<file path="src/rtl/cpu_pkg.sv">
// Shared CPU definitions: opcodes, ALU operation codes, decoded control bundle.
package cpu_pkg;

  localparam int unsigned OP_W    = 6;
  localparam int unsigned ALUOP_W = 3;

  // Opcodes, instruction bits [31:26]
  localparam logic [OP_W-1:0] OP_ADD  = 6'b000000;
  localparam logic [OP_W-1:0] OP_SUB  = 6'b000001;
  localparam logic [OP_W-1:0] OP_ORI  = 6'b010000;
  localparam logic [OP_W-1:0] OP_AND  = 6'b010001;
  localparam logic [OP_W-1:0] OP_OR   = 6'b010010;
  localparam logic [OP_W-1:0] OP_MOVE = 6'b100000;
  localparam logic [OP_W-1:0] OP_SW   = 6'b100110;
  localparam logic [OP_W-1:0] OP_LW   = 6'b100111;
  localparam logic [OP_W-1:0] OP_BEQ  = 6'b110000;
  localparam logic [OP_W-1:0] OP_HALT = 6'b111111;

  // ALU operation codes
  localparam logic [ALUOP_W-1:0] ALU_ADD  = 3'b000;  // A+B
  localparam logic [ALUOP_W-1:0] ALU_SUB  = 3'b001;  // A-B
  localparam logic [ALUOP_W-1:0] ALU_RSUB = 3'b010;  // B-A
  localparam logic [ALUOP_W-1:0] ALU_OR   = 3'b011;  // A|B
  localparam logic [ALUOP_W-1:0] ALU_AND  = 3'b100;  // A&B
  localparam logic [ALUOP_W-1:0] ALU_ANDN = 3'b101;  // ~A&B
  localparam logic [ALUOP_W-1:0] ALU_XOR  = 3'b110;  // A^B
  localparam logic [ALUOP_W-1:0] ALU_XNOR = 3'b111;  // ~(A^B)

  // Raw decode result before reset/halt gating
  typedef struct packed {
    logic                regOut;
    logic                extSel;
    logic                dataMenRW;
    logic                aluM2Reg;
    logic                aluSrcB;
    logic                pcSrc;
    logic                regWre;
    logic                pcWre;
    logic [ALUOP_W-1:0]  aluOp;
  } ctrl_t;

  typedef enum logic {
    ST_RUN    = 1'b0,
    ST_HALTED = 1'b1
  } haltState_t;

endpackage

</file>
<file path="src/rtl/control_unit.sv">
// Control unit of the single-cycle MIPS-subset CPU.
// Decodes op (and zero for beq) into datapath controls; a sticky halted
// state blocks PC/register/memory writes until Reset.
// Ports:
//   CLK, Reset (async, active-low)
//   op[5:0], zero                          - opcode and ALU zero flag
//   RegOut, InsMenRW, ExtSel, DataMenRW,
//   ALUM2Reg, ALUSrcB, PCSrc, RegWre,
//   PCWre, ALUOp[2:0]                      - combinational control outputs
module control_unit
  import cpu_pkg::*;
(
  input  logic               CLK,
  input  logic               Reset,
  input  logic [OP_W-1:0]    op,
  input  logic               zero,
  output logic               RegOut,
  output logic               InsMenRW,
  output logic               ExtSel,
  output logic               DataMenRW,
  output logic               ALUM2Reg,
  output logic               ALUSrcB,
  output logic               PCSrc,
  output logic               RegWre,
  output logic               PCWre,
  output logic [ALUOP_W-1:0] ALUOp
);

  haltState_t state;
  haltState_t stateNext;
  ctrl_t      dec;

  // Halted flag register
  always_ff @(posedge CLK or negedge Reset) begin
    if (!Reset) state <= ST_RUN;
    else        state <= stateNext;
  end

  // Halt is entered on any edge that sees the halt opcode; only Reset leaves it
  always_comb begin
    stateNext = state;
    if (op == OP_HALT) stateNext = ST_HALTED;
  end

  // Opcode decode; unknown opcodes fall through as NOP
  always_comb begin
    dec       = '0;
    dec.pcWre = 1'b1;
    dec.aluOp = ALU_ADD;
    case (op)
      OP_ADD, OP_MOVE: begin
        dec.regOut = 1'b1;
        dec.regWre = 1'b1;
      end
      OP_SUB: begin
        dec.regOut = 1'b1;
        dec.regWre = 1'b1;
        dec.aluOp  = ALU_SUB;
      end
      OP_ORI: begin
        dec.aluSrcB = 1'b1;
        dec.regWre  = 1'b1;
        dec.aluOp   = ALU_OR;
      end
      OP_AND: begin
        dec.regOut = 1'b1;
        dec.regWre = 1'b1;
        dec.aluOp  = ALU_AND;
      end
      OP_OR: begin
        dec.regOut = 1'b1;
        dec.regWre = 1'b1;
        dec.aluOp  = ALU_OR;
      end
      OP_SW: begin
        dec.aluSrcB   = 1'b1;
        dec.extSel    = 1'b1;
        dec.dataMenRW = 1'b1;
      end
      OP_LW: begin
        dec.aluSrcB  = 1'b1;
        dec.extSel   = 1'b1;
        dec.aluM2Reg = 1'b1;
        dec.regWre   = 1'b1;
      end
      OP_BEQ: begin
        dec.extSel = 1'b1;
        dec.aluOp  = ALU_SUB;
        dec.pcSrc  = zero;
      end
      OP_HALT: begin
        dec.pcWre = 1'b0;
      end
      default: ;
    endcase
  end

  // Output gating: reset and halted state suppress all write enables
  always_comb begin
    RegOut    = dec.regOut;
    ExtSel    = dec.extSel;
    ALUM2Reg  = dec.aluM2Reg;
    ALUSrcB   = dec.aluSrcB;
    PCSrc     = dec.pcSrc;
    ALUOp     = dec.aluOp;
    InsMenRW  = Reset;
    PCWre     = dec.pcWre;
    RegWre    = dec.regWre;
    DataMenRW = dec.dataMenRW;
    if (!Reset || state == ST_HALTED) begin
      PCWre     = 1'b0;
      RegWre    = 1'b0;
      DataMenRW = 1'b0;
    end
  end

endmodule

</file>
<file path="config.mk">
export PLATFORM = sky130hd
export DESIGN_NAME = control_unit
export DESIGN_NICKNAME = d
export VERILOG_FILES = /design/src/rtl/cpu_pkg.sv /design/src/rtl/control_unit.sv
export SDC_FILE = /design/constraint.sdc
export NUM_CORES = 1
export LEC_CHECK = 0
export CAP_MARGIN = 10
export CORE_AREA = 10 10 47 49
export DETAILED_ROUTE_END_ITERATION = 6
export DIE_AREA = 0 0 57 59
export GPL_TIMING_DRIVEN = 0
export PLACE_DENSITY = 0.56
export SYNTH_ARGS = -nofsm -noshare
export SYNTH_HDL_FRONTEND = slang
export SYNTH_SLANG_ARGS = --single-unit
</file>
<file path="constraint.sdc">
create_clock -name CLK -period 1.9 [get_ports CLK]
set_clock_uncertainty 0.2 [all_clocks]
set_input_delay 0.38 -clock CLK [delete_from_list [all_inputs] [get_ports CLK]]
set_output_delay 0.38 -clock CLK [all_outputs]
set_load 0.02 [all_outputs]
</file>
## Yosys cells after proc, flatten, opt, wreduce, memory -nomap -nowiden

Cells that the tools add are included.

| cells by class | value |
|---|---|
| muxes and demuxes | 12 |
| reductions and logical operators | 9 |
| equality and inequality tests | 9 |

Operator list:

| cell | count |
|---|---|
| $eq A6 B6 Y1 const B | 5 |
| $eq A6 B5 Y1 const B | 3 |
| $mux W1 | 11 |
| $pmux W3 S3 | 1 |
| $reduce_or A7 Y1 | 1 |
| $eq A6 B1 Y1 const B | 1 |
| $logic_not A6 Y1 | 1 |
| $reduce_or A3 Y1 | 2 |
| $reduce_or A5 Y1 | 1 |
| $reduce_or A2 Y1 | 2 |
| $logic_not A1 Y1 | 1 |
| $logic_or A1 B1 Y1 | 1 |

| storage, ports and cells | value |
|---|---|
| bits in registers | 1 |
| logic and storage cells | 31 |
| output and inout bits | 12 |

## Depth between registers and ports, before layout

| logic depth | value |
|---|---|
| word-level depth | 4 |
| mapped depth | 5 |
| mapped depth without buffers | 3 |

## Worst setup path before layout

Ideal clock, no wire load.

| path | value |
|---|---|
| kind | input to output |
| from | input port op[5] |
| to | output port DataMenRW |
| buffers on the path | 1 |
| slack | -0.138 ns |
| arrival time | 1.458 ns |
| stages | 4 |
| data required time | 1.320 ns |
| cells stage by stage | buf_4 -> and2_1 -> nand3_2 -> nor4_1 |

| on the way | value |
|---|---|
| word-level cells in the longest chain between the ends | 3 |

Ends and longest elaborated chain:

| what | line | text |
|---|---|---|
| from (decl) | control_unit.sv:15 | `input logic [OP_W-1:0] op,` |
| $eq A6 B6 Y1 | control_unit.sv:50 | `case (op)` |
| $mux W1 | control_unit.sv:50 |  |
| $mux W1 | control_unit.sv:110 | `if (!Reset \|\| state == ST_HALTED) begin` |
| to (decl) | control_unit.sv:20 | `output logic DataMenRW,` |

Every way passes these cells.

## Worst setup path in the final report

| path | value |
|---|---|
| from | input port op[2] |
| to | output port RegWre |

| on the way | value |
|---|---|
| word-level cells in the longest chain between the ends | 4 |
| elaborated cells between the ends (all ways) | 10 |
| those cells by class | 6 x eq/ne; 2 x mux; 2 x reduce/logical |

Ends and longest elaborated chain:

| what | line | text |
|---|---|---|
| $eq A6 B6 Y1 (tied with other cells) | control_unit.sv:50 |  |
| $reduce_or A7 Y1 (no source line) * | - |  |
| $mux W1 * | control_unit.sv:50 |  |
| $mux W1 * | control_unit.sv:110 |  |
| to (decl) | control_unit.sv:24 | `output logic RegWre,` |

Mark *: on every way between the ends. The rest lies on a longest branch, timed or not.

==> impl_results.md <==
* Crit end category: output port
* Met3 usage in global routing at 0.0215
* Register bit total from synthesis at 1
* Vias in the first global route at 429
* Diodes inserted at 0
* Worst Path Arrival at 1.35 ns
* Synthesized net count at 55
* Crit-path slowest cell: or3_4
* CP startpoint kind: primary input
* Crit Path Max Fanout at 7
* Power Total at 145 uW
* Fmax achieved at 519 MHz
* Largest net degree at the start of global routing at 11
* Biggest register: state
* Register area share after synthesis at 0.0735
* Max-cap violation count at 0
* GRT Max-Usage Layer: met2
* Critical Path Source: op[2]
* Worst Setup Slack, final at -0.0273 ns
* Crit-path max cell delay at between 0.3 and 0.4 ns
* Worst r2r src: state
* Synth Instances at 46
* Worst VDD drop at 0.0744 mV
* Detailed Route WL at around 1200 um
* Synthesis-to-layout area growth at 75.0%
* Die height at 59 um
* RD Place Congestion at 0.798
* Clock transition at path regs at 0 ns
* Power Density at 243 nW/um^2
* Syn Area/Cell at 7.40 sq um
* Clock latency on the worst-skew pair at 0 ns
* DRC viols at 0
* Worst-Margin Slew at 0.230 ns
* Grt met1 use at 0.0796
* CP Cell Sequence: buf_4 > buf_6 > or3_4 > a311oi_2 > buf_4
* DR WL/cell at between 10 and 15 um
* Post-CTS Hold Buffers at 0
* P_int at 84.7 uW
* Hpwl dp at 825 um
* Logic pwr share at 0.805
* Row Count at 14
* Synth Flop Type: dfrtp_1
* Status: finished with violations
* Total die area at 3360 sq um
* Critical Path RT at between 1 and 1.5 ns
* GR Overflow Total at 0
* Rel. slew slack at 0.845
* Yosys warns at 0
* GRT Total Usage at 0.0666
* Port bufs at 17
* Core Region at 1400 sq um
* Final setup vio count at 1
* Switching Share at 0.414
* Initial cell density of the core at 0.243
* Vias at approximately 420
* Pre-CTS WS at -0.904 ns
* Period Utilization, post-route at 1.01
* Number of I/O pins at 21
* NetSw at 59.8 uW
* Drt initial violations at 5
* EDFF count, synth at 0
* Crit path top cell by count: buf_4
* Largest register FFs at 1
* Nets at 79
* Met2 Use GR at 0.119
* Initial antenna violation count at 0
* Final Util at 0.425
* Post-route ant nets at 0
* Register share of total power at 0.195
* Hold slack at roughly 0.097 ns
* Tmin final at 1.93 ns
* Synth top area cells: buf_4 13%, dfrtp_1 7.4%, nand2b_1 7.4%
* Hold violation count in the final report at 0
* Vias per cell at 4.94
* Failing checks: setup timing
* Top Registers: state: 1 flops
* Hold Path Class: primary input to asynchronous set/reset pin
* Drt pass-1 iters at 2
* Setup TNS at -0.0273 ns
* Share of layout cells above drive strength 1 at 0.588
* RSZ-0062 raised after global routing: true
* LEAKAGE at 0.000257 uW
* Fin. max-slew vios at 0
* Type of the worst setup path: primary input to output port
* Synthesized area at 340 sq um
* Yosys top cell area share at 0.132
* Yosys cell types at 28
* Post-synth ARST share at 1.00
* Clk pwr share at 0
* Die W at 57 um
* Leading area contributor after synthesis: buf_4
* First-pass GRT wire length at 1960 um
-- per-stage QoR --
| step | cell area, sq um | std cells |
|---|---|---|
| after global placement | 543 | 79 |
| final | 596 | 84 |
| after floorplan | 353 | 46 |
| after CTS | 561 | 82 |
| after global routing | 596 | 84 |
| after detailed placement | 543 | 79 |
-- layout make-up --
type                            count  area, sq um
Sequential cell                     1         25.0
Multi-Input combinational cell     35          282
Tap cell                           16         20.0
Fill cell                         162          806
Buffer                              9         85.1
Inverter                            1         3.75
Timing Repair Buffer               22          180
-- critical path, delay by kind of cell --
| kind | cells | cell delay [ns] |
|---|---|---|
| buf+inv | 3 | 0.44 |
| compound gates | 1 | 0.21 |
| simple gates | 1 | 0.32 |
-- worst paths after layout --
check / endpoint / slack (ns) / depth (start not counted)
setup reg to reg: state / 1.01 / 1
hold reg to reg: state / 0.25 / 1
setup / recovery: RegWre / -0.03 / 5
hold / removal: state / 0.1 / 1
max in group asynchronous: state / 1.27 / 1
min in group CLK: state / 0.25 / 1
-- cells in the mapped netlist, types with 2 or more instances --
cell type	instances
buf_4	6
nor2_1	6
nand2b_1	4
nor4_1	3
buf_6	2
nand2_1	2
nand4_1	2
-- cell usage in the layout, fill, tap and decap left out, types with 2 or more instances in the layout --
cell type	n
nor4_2	2
buf_12	2
nand2b_1	3
clkbuf_2	2
nor2_1	6
buf_6	4
nand2_1	2
buf_2	6
nand4_1	2
buf_4	12
dlygate4sd2_1	2
-- logic make-up after synthesis --
| kind of cell | after synthesis | share of synthesized area |
|---|---|---|
| buffers and inverters | 10 | 0.224 |
| AO/OA/AOI/OAI | 7 | 0.158 |
| AND/OR/NAND/NOR | 28 | 0.544 |
| flip-flops | 1 | 0.0735 |
-- layer usage --
| layer | part of all wire | wire length, um |
|---|---|---|
| met2 | 0.47 | 560 |
| met4 | 0 | 0 |
| met3 | 0.080 | 94 |
| met5 | 0 | 0 |
| met1 | 0.44 | 525 |
-- what timing repair did --
| item | in CTS | in global routing |
|---|---|---|
| setup endpoints to repair | 12 | 8 |
| buffers inserted | 2 | 2 |
| gates cloned | 1 | 0 |
| pin swaps | 5 | 4 |
| resized for setup | 70 | 10 |
-- power groups by stage --
stage / Combinational (uW) / Sequential [uW] / Clock (uW)
2_1_floorplan: 64.0 / 27.5 / 0
3_3_place_gp: 101 / 28.2 / 0
3_5_place_dp: 103 / 27.9 / 0
4_1_cts: 108 / 28.4 / 0
5_1_grt: 126 / 28.7 / 0
6_report: 116 / 28.2 / 0
Power figures use the tool's default switching activity.
